===== src/rtl/delay_and_sum.sv =====
// Delay-and-sum beamformer: stores each frame into per-channel circular history,
// then sums every channel read back at its own integer sample delay.
module delay_and_sum #(
    parameter int unsigned BIT_WIDTH = 24,
    parameter int unsigned SLOTS     = 4,
    parameter int unsigned MAX_DELAY = 32,
    parameter int unsigned DELAY_W   = $clog2(MAX_DELAY),
    parameter int unsigned SUM_W     = BIT_WIDTH + $clog2(SLOTS)
) (
    input  logic                        clk_in,
    input  logic                        rst_in,
    input  logic [BIT_WIDTH-1:0]        audio_in [SLOTS],
    input  logic                        audio_valid_in,
    input  logic [DELAY_W-1:0]          delay_in [SLOTS],
    input  logic                        delay_load_in,
    output logic signed [SUM_W-1:0]     sum_out,
    output logic                        sum_valid_out,
    output logic                        ready_out,
    output logic                        overrun_out
);

    localparam int unsigned CNT_W = $clog2(SLOTS + 1);

    typedef enum logic [1:0] {
        ST_CLEAR,
        ST_IDLE,
        ST_ACCUM
    } state_t;

    state_t state, state_nxt;

    logic [DELAY_W-1:0]      wr_ptr;
    logic [DELAY_W-1:0]      frame_ptr;
    logic [CNT_W-1:0]        cnt;
    logic signed [SUM_W-1:0] acc;
    logic [DELAY_W-1:0]      pend_delay [SLOTS];
    logic [DELAY_W-1:0]      act_delay  [SLOTS];
    logic [BIT_WIDTH-1:0]    mem        [SLOTS][MAX_DELAY];
    logic [BIT_WIDTH-1:0]    rd_q       [SLOTS];
    logic [DELAY_W-1:0]      rd_addr_c  [SLOTS];

    logic                    accept_c;
    logic                    drop_c;
    logic                    mem_we_c;
    logic                    add_en_c;
    logic                    last_c;
    logic [BIT_WIDTH-1:0]    rd_sel_c;
    logic signed [SUM_W-1:0] add_sample_c;

    // State register
    always_ff @(posedge clk_in) begin
        if (rst_in) state <= ST_CLEAR;
        else        state <= state_nxt;
    end

    // Next-state logic
    always_comb begin
        state_nxt = state;
        case (state)
            ST_CLEAR: if (wr_ptr == DELAY_W'(MAX_DELAY - 1)) state_nxt = ST_IDLE;
            ST_IDLE:  if (audio_valid_in)                    state_nxt = ST_ACCUM;
            ST_ACCUM: if (cnt == CNT_W'(SLOTS))              state_nxt = ST_IDLE;
            default:                                         state_nxt = ST_CLEAR;
        endcase
    end

    // Control decode; the sample added at step cnt is the one read at step cnt-1
    always_comb begin
        accept_c = (state == ST_IDLE) && audio_valid_in;
        drop_c   = (state != ST_IDLE) && audio_valid_in;
        mem_we_c = !rst_in && ((state == ST_CLEAR) || accept_c);
        add_en_c = (state == ST_ACCUM) && (cnt != '0);
        last_c   = (state == ST_ACCUM) && (cnt == CNT_W'(SLOTS));
        rd_sel_c = '0;
        for (int k = 0; k < SLOTS; k++) begin
            if (cnt == CNT_W'(k + 1)) rd_sel_c = rd_q[k];
            rd_addr_c[k] = frame_ptr - act_delay[k];
        end
        add_sample_c = SUM_W'($signed(rd_sel_c));
    end

    // History memories: CLEAR zero-fills using wr_ptr as the sweep address
    always_ff @(posedge clk_in) begin
        for (int i = 0; i < SLOTS; i++) begin
            if (mem_we_c) mem[i][wr_ptr] <= (state == ST_CLEAR) ? '0 : audio_in[i];
            rd_q[i] <= mem[i][rd_addr_c[i]];
        end
    end

    // Datapath and registered outputs
    always_ff @(posedge clk_in) begin
        if (rst_in) begin
            wr_ptr        <= '0;
            frame_ptr     <= '0;
            cnt           <= '0;
            acc           <= '0;
            sum_out       <= '0;
            sum_valid_out <= 1'b0;
            ready_out     <= 1'b0;
            overrun_out   <= 1'b0;
            for (int i = 0; i < SLOTS; i++) begin
                pend_delay[i] <= '0;
                act_delay[i]  <= '0;
            end
        end else begin
            sum_valid_out <= 1'b0;
            ready_out     <= (state_nxt == ST_IDLE);
            if (drop_c) overrun_out <= 1'b1;
            if (delay_load_in) begin
                for (int i = 0; i < SLOTS; i++) pend_delay[i] <= delay_in[i];
            end
            if ((state == ST_CLEAR) || accept_c) wr_ptr <= wr_ptr + DELAY_W'(1);
            if (accept_c) begin
                frame_ptr <= wr_ptr;
                cnt       <= '0;
                acc       <= '0;
                for (int i = 0; i < SLOTS; i++)
                    act_delay[i] <= delay_load_in ? delay_in[i] : pend_delay[i];
            end else if (state == ST_ACCUM) begin
                cnt <= cnt + CNT_W'(1);
                if (add_en_c) acc <= acc + add_sample_c;
            end
            if (last_c) begin
                sum_out       <= acc + add_sample_c;
                sum_valid_out <= 1'b1;
            end
        end
    end

endmodule


===== config.mk =====
export PLATFORM = sky130hd
export DESIGN_NAME = delay_and_sum
export DESIGN_NICKNAME = d
export VERILOG_FILES = /design/src/rtl/delay_and_sum.sv
export SDC_FILE = /design/constraint.sdc
export NUM_CORES = 2
export LEC_CHECK = 0
export CAP_MARGIN = 0
export CELL_PAD_IN_SITES_DETAIL_PLACEMENT = 0
export CELL_PAD_IN_SITES_GLOBAL_PLACEMENT = 2
export CORE_ASPECT_RATIO = 0.75
export CORE_MARGIN = 2
export CORE_UTILIZATION = 53
export CTS_BUF_LIST = sky130_fd_sc_hd__clkbuf_8
export CTS_CLUSTER_SIZE = 16
export DETAILED_ROUTE_END_ITERATION = 12
export MAX_ROUTING_LAYER = met4
export PLACE_DENSITY_LB_ADDON = 0.12
export SLEW_MARGIN = 20
export SYNTH_ARGS = -nofsm -noshare
export SYNTH_HDL_FRONTEND = slang
export SYNTH_SLANG_ARGS = --single-unit

===== constraint.sdc =====
create_clock -name clk_in -period 8.1 [get_ports clk_in]
set_input_delay 1.62 -clock clk_in [delete_from_list [all_inputs] [get_ports clk_in]]
set_output_delay 1.62 -clock clk_in [all_outputs]
set_load 0.005 [all_outputs]

==> impl_metrics.toml <==
[floorplanning]
fp.dieW_um = 566
std_cell_rows = 154
start_util = 0.534
io-pin-count = 149
die_area_um2 = 241000
core-area_um2 = 235000
die_h_um = 426

[setup_path]
critPathKind = "in2reg"
cp-end-kind = "flip-flop"
cp-start-kind = "input port"
cp.arrival_ps = 5440
cp.required_ps = 8770
cp_max_fo = 26

[worst_hold_path]
hold_class = "reg2reg"

[drt]
drc = 0
drt_pass1_iterations = 5
wirelength_um = 315000
detail-route-antenna-nets = 0
vias = 58400
via_per_inst = 6.14
wire_per_inst_um = 33.1
drt_iter0_markers = 6661

[sta]
whs_ps = 455
max_slew_margin = 0.241
hold_violations = 0
finalCritPeriodShare = 0.589
setup_viol = 0
rsz0062_at_grt = "false"
fmax_mhz = 210
skew_ps = 43.6
final_max_slew_viol_count = 0
min_period_ps = 4770
setup_tns_ps = 0
worst_pin_slew_ps = 1140

[final_layout]
multi_input_area_um2 = 28200
fillCellCount = 16600
areaGrowthSynthToFinish_pct = 12.3
regArea_um2 = 96800
layout_commonest_cell = "edfxtp_1"
nets = 6175
drive_gt1_frac = 0.309
final_cell_mix = "3112 x edfxtp_1, 960 x mux4_2, 493 x clkbuf_8, 187 x inv_1, 179 x buf_4"

[logic_synthesis]
synth_edf_count = 3112
syn_inst = 5435
syn_area_um2 = 126000
yosysWarningCount = 0
ys_types = 66
synth-seq-cells = 3278
async_flop_share = 0
synth_ff_type = "edfxtp_1"
syn-num-nets = 5611
syn_area_per_cell_um2 = 23.1
ys_seq_area_frac = 0.770

[placed_design]
io_buffer_count = 148
hpwlAfterDp_um = 182000
routabilityCongestion = 0.911

[clock_tree]
numCtsBuffers = 483
clockBufferDepth = 4
cts-root-buf = "clkbuf_8"
cts.clk_slew.worst_paths_ps = 60
cts_htree_levels = 5
worstSkewPairLatency_ps = 1050
post-cts-setup-buffer-count = 0
cts_sinks = 3278
cts_tree = "done"
cts_hold_buf = 0
ctsResizeCount = 0

[grt]
grt_max_degree = 97
first_global_vias = 60000
grt_overflow = 0
grt_pass1_wl_um = 449000
grt_use_total = 0.273
antenna_found_initial = 11

[outcome]
status = "completed"

[power_and_ir_drop]
power_leakage_nw = 45.9
fin_total_pwr_mw = 32.4
powerDensity_nw_per_um2 = 229
ir_worst_vdd_v = 0.000144

[flow_run]
cap_violations = 0
routing by layer:
layer  track usage  routed length [um]  share of wire  up-vias
met5             -                   0              0        -
met4        0.0736                8090          0.026        0
met3        0.0381               19000          0.061      395
met2         0.438              158000           0.50     2161
met1         0.373              129000           0.41    31600
li1              -                   -              -    24200
metrics by stage:
step | util | worst slack [ps] | instances | cell area [um^2]
after floorplan | - | 1060 | 5435 | 126000
after global placement | 0.563 | 2250 | 8634 | 132000
after detailed placement | 0.563 | 2240 | 8634 | 132000
after CTS | 0.600 | 3360 | 9512 | 141000
after global routing | 0.600 | 3230 | 9513 | 141000
final | 0.600 | 3330 | 9519 | 141000
cell type report:
cell class / instances / area share
inverters: 37 / 0.000984
flip-flops and latches: 3278 / 0.686
clock buffers: 493 / 0.0481
clock inverters: 385 / 0.0135
repair buffers: 360 / 0.0246
well taps: 3120 / 0.0277
diodes: 7 / 0.000124
multi-input cells: 1839 / 0.199
final timing paths:
| path | slack [ps] | end | from | depth (start not counted) |
|---|---|---|---|---|
| max | 3330 | mem[2][2] | audio_valid_in | 7 |
| min | 460 | sum_out[0] | sum_out[0] | 2 |
| max reg2reg | 3430 | rd_q[2][0] | frame_ptr[0] | 8 |
| min reg2reg | 460 | sum_out[0] | sum_out[0] | 2 |
registers in the layout (all words and copies together) (netlist names):
| register | flops |
|---|---|
| rd_q | 96 |
| acc | 26 |
| pend_delay | 20 |
| cnt | 3 |
| wr_ptr | 5 |
| state | 2 |
| act_delay | 20 |
| mem | 3072 |
| overrun_out | 1 |
| sum_valid_out | 1 |
| sum_out | 26 |
| ready_out | 1 |
| frame_ptr | 5 |
worst max-delay path, stage by stage:
cell and delay (ps):
clkdlybuf4s50_1 690, inv_1 140, a21oi_1 490, and2_1 290, nand2_1 590, nor2_4 1000
buf_4 560
report_power, final:
group / switching [mW] / leakage, nW / internal (mW)
sequential: 0.103 / 30.3 / 18.5
clock: 6.24 / 5.05 / 6.00
combinational: 0.822 / 10.5 / 0.729
total: 7.16 / 45.9 / 25.2
cell families after synthesis:
logic type               after synthesis  share of synthesized area
buffers and inverters                318                     0.0113
XOR/XNOR                              36                    0.00251
AND/OR/NAND/NOR                      444                     0.0174
AO/OA/AOI/OAI                        236                     0.0117
adder cells (fa/ha/maj)               56                    0.00587
flip-flops                          3278                      0.770
multiplexers                        1067                      0.181
Yosys cell counts (6+ instances only):
master / instances / area [um^2]
edfxtp_1: 3112 / 93400
mux4_2: 960 / 21600
dfxtp_1: 166 / 3320
clkbuf_1: 142 / 533
nand2_1: 140 / 526
nor2b_1: 102 / 638
mux2_2: 98 / 1100
nor2_1: 92 / 345
a21oi_1: 87 / 435
buf_2: 84 / 420
o21ai_0: 70 / 350
ha_1: 51 / 638
nand3_1: 32 / 160
buf_1: 30 / 113
inv_1: 29 / 109
xnor2_1: 26 / 228
a221o_1: 23 / 230
nand2b_1: 18 / 113
buf_4: 17 / 128
a21o_1: 13 / 97.6
nand4_1: 12 / 75.1
nor3_1: 10 / 50.1
xor2_1: 10 / 87.6
mux2i_1: 9 / 90.1
buf_6: 8 / 90.1
inv_2: 7 / 26.3
or4_1: 7 / 52.6
and2_1: 6 / 37.5
No activity file was read; power rests on OpenSTA's default activity.
